===== config.mk =====
export PLATFORM = sky130hd
export DESIGN_NAME = uart_tx_frame
export DESIGN_NICKNAME = d
export VERILOG_FILES = /design/src/rtl/uart_tx_frame.sv
export SDC_FILE = /design/constraint.sdc
export NUM_CORES = 1
export LEC_CHECK = 0
export CAP_MARGIN = 20
export CORE_UTILIZATION = 55
export CTS_CLUSTER_DIAMETER = 60
export DETAILED_ROUTE_END_ITERATION = 10
export PLACE_DENSITY = 0.87
export SYNTH_ARGS = -nofsm -noshare
export SYNTH_HDL_FRONTEND = slang
export SYNTH_SLANG_ARGS = --single-unit

===== constraint.sdc =====
create_clock -name clk -period 4.64 [get_ports clk]
set_input_delay 0.928 -clock clk [delete_from_list [all_inputs] [get_ports clk]]
set_output_delay 0.928 -clock clk [all_outputs]
set_load 0.1 [all_outputs]

===== src/rtl/uart_tx_frame.sv =====
// UART transmit framer: turns baud_clk rising edges into one-cycle ticks and
// shifts out start, data (LSB first), optional parity and one or two stop bits.
module uart_tx_frame #(
  parameter int DATA_W = 8
) (
  input  logic              clk,
  input  logic              rst,
  input  logic              baud_clk,
  input  logic              tx_start,
  input  logic [DATA_W-1:0] data_in,
  input  logic [1:0]        parity_type,
  input  logic              stop_bits,
  output logic              tx,
  output logic              busy,
  output logic              done
);

  typedef enum logic [2:0] {
    IDLE,
    ARMED,
    START,
    DATA,
    PARITY,
    STOP1,
    STOP2
  } state_e;

  localparam logic [2:0] LAST_BIT = 3'(DATA_W - 1);

  state_e            state_q;
  logic              baud_q;
  logic              tick;
  logic [DATA_W-1:0] shift_q;
  logic [2:0]        cnt_q;
  logic              parEn_q;
  logic              parBit_q;
  logic              stop2_q;
  logic              tx_q;
  logic              busy_q;
  logic              done_q;

  // baud_clk is already registered upstream in this clock domain, so one flop
  // is enough to find its rising edges.
  assign tick = baud_clk & ~baud_q;

  always_ff @(posedge clk or negedge rst) begin
    if (!rst) begin
      baud_q <= 1'b0;
    end else begin
      baud_q <= baud_clk;
    end
  end

  // Every line change happens on a tick; accept itself never consumes a tick.
  always_ff @(posedge clk or negedge rst) begin
    if (!rst) begin
      state_q  <= IDLE;
      shift_q  <= '0;
      cnt_q    <= 3'd0;
      parEn_q  <= 1'b0;
      parBit_q <= 1'b0;
      stop2_q  <= 1'b0;
      tx_q     <= 1'b1;
      busy_q   <= 1'b0;
      done_q   <= 1'b0;
    end else begin
      done_q <= 1'b0;
      case (state_q)
        IDLE: begin
          if (tx_start) begin
            state_q  <= ARMED;
            busy_q   <= 1'b1;
            shift_q  <= data_in;
            parEn_q  <= parity_type[0] ^ parity_type[1];
            parBit_q <= (parity_type == 2'b01) ? ~^data_in : ^data_in;
            stop2_q  <= stop_bits;
          end
        end
        ARMED: begin
          if (tick) begin
            state_q <= START;
            tx_q    <= 1'b0;
          end
        end
        START: begin
          if (tick) begin
            state_q <= DATA;
            tx_q    <= shift_q[0];
            cnt_q   <= 3'd0;
          end
        end
        DATA: begin
          if (tick) begin
            if (cnt_q == LAST_BIT) begin
              if (parEn_q) begin
                state_q <= PARITY;
                tx_q    <= parBit_q;
              end else begin
                state_q <= STOP1;
                tx_q    <= 1'b1;
              end
            end else begin
              cnt_q   <= cnt_q + 3'd1;
              tx_q    <= shift_q[1];
              shift_q <= shift_q >> 1;
            end
          end
        end
        PARITY: begin
          if (tick) begin
            state_q <= STOP1;
            tx_q    <= 1'b1;
          end
        end
        STOP1: begin
          if (tick) begin
            if (stop2_q) begin
              state_q <= STOP2;
            end else begin
              state_q <= IDLE;
              busy_q  <= 1'b0;
              done_q  <= 1'b1;
            end
            tx_q <= 1'b1;
          end
        end
        STOP2: begin
          if (tick) begin
            state_q <= IDLE;
            tx_q    <= 1'b1;
            busy_q  <= 1'b0;
            done_q  <= 1'b1;
          end
        end
        default: begin
          state_q <= IDLE;
          tx_q    <= 1'b1;
          busy_q  <= 1'b0;
        end
      endcase
    end
  end

  assign tx   = tx_q;
  assign busy = busy_q;
  assign done = done_q;

endmodule


Yosys cells after proc, flatten, opt, wreduce, memory -nomap -nowiden
Cells that the tools add are included.
- output and inout port bits: 3
- flip-flop bits (word level): 21
- muxes and demuxes: 34
- bitwise operators: 5
- add/subtract/negate cells: 1
- equality and inequality tests: 19
- reduce and logical (&&, ||, !) cells: 13
- operator list (cell ; count):
    two-way mux 3 bit ; 11
    two-way mux 8 bit ; 3
    one-hot mux 3 bit (7 select lines) ; 1
    != test 2 bit (second input constant) ; 10
    one-hot mux 8 bit (2 select lines) ; 1
    two-way mux 1 bit ; 14
    equality test 3 bit (second input constant) ; 4
    AND reduction 5 bit ; 2
    AND reduction 4 bit ; 2
    AND reduction 8 bit ; 1
    XNOR reduction 8 bit ; 1
    XOR reduction 8 bit ; 1
    equality test 3 x 2 -> 1 bit (second input constant) ; 2
    one-hot mux 3 bit (2 select lines) ; 1
    one-hot mux 1 bit (5 select lines) ; 1
    one-hot mux 1 bit (4 select lines) ; 1
    nonzero test 2 bit ; 2
    OR reduction 4 bit ; 1
    adder 3 x 1 -> 3 bit (second input constant) ; 1
    equality test 3 x 1 -> 1 bit (second input constant) ; 1
    logical NOT 3 bit ; 1
    inverter 1 bit ; 3
    OR reduction 3 bit ; 1
    equality test 2 x 1 -> 1 bit (second input constant) ; 1
    5 further kinds ; 5

Logic depth before layout (Yosys ltp)
- word-level depth: 4
- mapped depth: 7
- depth with buffers taken out: 7

Worst setup path after synthesis
No wires, ideal clock.
- kind: input to register
- from: input tx_start
- to: register stop2_q
- stages: 3
- setup slack: 2587 ps
- buffers on the path: 0
- data arrival time: 1929 ps
- cell sequence: or3b_4 nor2_1 mux2_2
- cells in the longest elaborated chain, start to end: 1
- ends and longest elaborated chain (element ; line ; text):
    from (decl) ; 9 ; input logic tx_start,
    AND reduction 2 bit (no source line) ; -- ;
    to (signal assigned) ; 76 ; stop2_q <= stop_bits;
    to (decl) ; 37 ; logic stop2_q;
Every way passes these cells.
A chain may end at the register's enable or synchronous reset.

Final worst setup path
- from: register tx_q (netlist: tx)
- to: output tx
- RTL lines (element ; line ; text):
    from (decl) ; 38 ; logic tx_q;
    from (signal assigned) ; 88 ; tx_q <= shift_q[0];
    from (signal assigned) ; 97 ; tx_q <= parBit_q;
    from (signal assigned) ; 104 ; tx_q <= shift_q[1];
    to (decl) ; 13 ; output logic tx,
No word-level cell between the ends.

==> flow_summary.yaml <==
run_status:
  outcome: "completed"
yosys:
  synthAdderAreaFrac_pct: 3.30
  yosys.area_share.simple_pct: 15.2
  mappedNetlistNets: 139
  synthTopCellsByCount: "20 x dfrtp_1, 16 x a21oi_1, 13 x nor2_1"
  synth_edf_count: 0
  synth_compound_area_share_pct: 23.8
  synth_cells: 121
  synth_ff_type: "dfrtp_1"
  ys_warn_count: 0
  synthMuxAreaShare_pct: 1.98
  syn_area_um2: 1140
  post-synth-top-area-fraction_pct: 44.0
  synth_top_family_by_area: "compound AO/OA/AOI/OAI gates"
  yosysSeqAreaShare_pct: 46.3
  synthTopCellsByArea: "dfrtp_1 44%, a21oi_1 7.0%, xnor2_1 4.6%"
  synthArstFlopShare_pct: 100
  ys_ff_latch: 21
  ys_types: 34
  syn_avg_cell_area_um2: 9.41
  synth_xor_area_share_pct: 6.15
  yosysMostFrequentCell: "dfrtp_1"
  yosysTopAreaCell: "dfrtp_1"
clock_tree:
  worstSkewPairLatency_ns: 0.31
  cts.sinks: 21
  root_buffer: "clkbuf_4"
  numCtsBuffers: 3
  cts-resized-gates: 0
  clockBufferDepth: 2
  htree_levels: 1
  post_cts_buffers: 0
  clk_pin_slew_worst_paths_ns: 0.11
  cts_hold_buf: 0
  cts_tree: "built"
setup_path:
  cp.depth: 1
  path_max_fanout: 2
  worst-path-buf-inv: 1
  r2r_slack_ns: 2.42
  path_cells: "clkdlybuf4s50_1"
  startpoint: "tx"
  cp-end-kind: "primary output"
  reg2regPathDepth: 5
  worstReg2RegStart: "state_q[0]"
  arrival_ns: 1.97
  required_ns: 3.71
  cp-start-kind: "register"
  crit_type: "reg2out"
  r2r-end: "shift_q[4]"
  slowest_stage: "clkdlybuf4s50_1"
  crit_family: "buffers and inverters"
  slowest_delay_ns: 1.12
  critPathCapture: "tx"
power:
  internal-power_uw: 425
  switching_power_uw: 325
  pwr-share-seq_pct: 42.2
  powerDensity_nw_per_um2: 557
  p_clk_share_pct: 11.9
  power_leakage_uw: 0.000551
  p_comb_share_pct: 45.9
  swShare_pct: 43.3
  total_power_uw: 751
  peakVddDrop_v: 0.000396
timing:
  setup_viol_count_final: 0
  min_period_ns: 2.90
  slew_violations: 0
  maxSlewHeadroom_pct: 35.5
  whs_ns: 0.508
  rsz0062_at_grt: "no"
  worstMarginPinSlew_ns: 0.965
  fin_tns_setup_ns: 0
  final_hold_viol_count: 0
  post-route-period-util_pct: 62.5
  finClkSkew_ns: 0.00441
  fmax_mhz: 345
drt:
  vias: 947
  routedWlPerCell_um: 13.7
  firstDrtPassIters: 4
  first_iter_violations: 17
  ant_nets: 0
  drc_errors: 0
  routed_via_density: 5.77
  finalWirelength_um: 2250
placement:
  numPortBuffers: 17
  gp_congestion: 0.889
  numPlacedInstances: 160
  place_hpwl_um: 1710
finish:
  layout-drive-gt1-share_pct: 8.76
  antenna_cells: 0
  areaGrowthSynthToFinish_pct: 18.4
  stdcell_count: 164
  n_fill_cell: 177
  num-nets-final: 156
floorplan:
  die-area_um2: 2260
  ioPinCount: 18
  fp-row-count: 16
  coreArea_um2: 1960
  start_util_pct: 58.0
  die-height_um: 47.5
  die_w_um: 47.5
global_route:
  grt_pass1_wl_um: 3700
  gr-total-overflow: 0
  track_usage_pct: 23.9
  grt_max_degree: 22
  antenna_found_initial: 0
  grt_pass1_vias: 870
job:
  drv_cap: 0
worst_hold_path:
  worstHoldPathType: "reg2reg"
==> metrics by stage <==
| step | area [µm²] | setup WS (ns) | util, % |
|---|---|---|---|
| after global routing | 1350 | 1.68 | 68.7 |
| after floorplan | 1140 | 2.59 | - |
| after detailed placement | 1320 | 1.79 | 67.3 |
| final | 1350 | 1.74 | 68.7 |
| after CTS | 1350 | 1.74 | 68.7 |
| after global placement | 1320 | 1.97 | 67.3 |
==> how the worst min path moves through the flow <==
stage          startpoint  endpoint  slack (ns)  depth (start not counted)
2_1_floorplan    cnt_q[1]  cnt_q[1]        0.45                          2
3_3_place_gp     cnt_q[1]  cnt_q[1]        0.47                          2
3_5_place_dp     cnt_q[1]  cnt_q[1]        0.49                          2
4_1_cts          cnt_q[1]  cnt_q[1]        0.51                          2
5_1_grt          parBit_q  parBit_q        0.55                          1
6_report         cnt_q[1]  cnt_q[1]        0.51                          2
==> power groups by stage <==
stage	clock [µW]	combinational, µW	sequential (µW)
floorplan	0	221	359
global placement	0	334	316
detailed placement	0	347	320
CTS	90.2	347	316
global route	96.4	382	329
finish	89.1	345	317
==> cell type report <==
class / instances / area [µm²] / area share, %
Inverter: 4 / 15.0 / 1.11
Clock buffer: 3 / 22.5 / 1.67
Sequential cell: 21 / 527 / 39.1
Clock inverter: 1 / 5.00 / 0.371
Tap cell: 27 / 33.8 / 2.51
Timing Repair Buffer: 17 / 170 / 12.6
Multi-Input combinational cell: 91 / 574 / 42.6
==> metal layers <==
layer / share of wire [%] / vias up / track usage, %
met5: 0 / - / 0
met4: 0.53 / 0 / 6.86
met3: 3.4 / 2 / 4.53
met2: 53 / 26 / 42.7
met1: 43 / 457 / 29.0
li1: - / 462 / -
==> registers in the layout (all words and copies together), names as in the netlist <==
register  count
shift_q       8
cnt_q         3
state_q       3
baud_q        1
busy          1
done          1
parBit_q      1
parEn_q       1
stop2_q       1
tx            1
==> cells by family (layout without fill, tap and decap cells) <==
logic type | Yosys count | count (layout)
AO/OA/AOI/OAI | 43 | 43
XOR/XNOR | 8 | 8
adder cells (fa/ha/maj) | 3 | 3
buffers and inverters | 9 | 25
flip-flops | 21 | 21
multiplexers | 2 | 2
AND/OR/NAND/NOR | 35 | 35
==> layout by cell type (no fill, tap or decap) <==
| cell | count |
|---|---|
| ha_1 | 3 |
| a31oi_1 | 2 |
| o22ai_1 | 7 |
| dfstp_2 | 1 |
| a22oi_1 | 1 |
| nand3b_1 | 3 |
| nor2_1 | 13 |
| a21oi_1 | 16 |
| clkbuf_4 | 3 |
| nand2b_1 | 2 |
| nor2b_1 | 2 |
| a31o_2 | 1 |
| o21bai_1 | 1 |
| nor3_1 | 1 |
| a21o_1 | 2 |
| mux2_2 | 2 |
| a21oi_4 | 1 |
| nand3_1 | 1 |
| inv_1 | 4 |
| xor2_1 | 2 |
| clkinv_2 | 1 |
| o21ai_0 | 9 |
| nand2_1 | 8 |
| nand4_1 | 1 |
| or3b_4 | 1 |
| nor4_1 | 1 |
| or3_1 | 1 |
| a21boi_4 | 1 |
| a32oi_1 | 1 |
| or2_2 | 1 |
| dfrtp_1 | 20 |
| xnor2_1 | 6 |
| clkdlybuf4s50_1 | 17 |
| a211oi_1 | 1 |
Note: power is estimated with default switching activity, not from simulation.
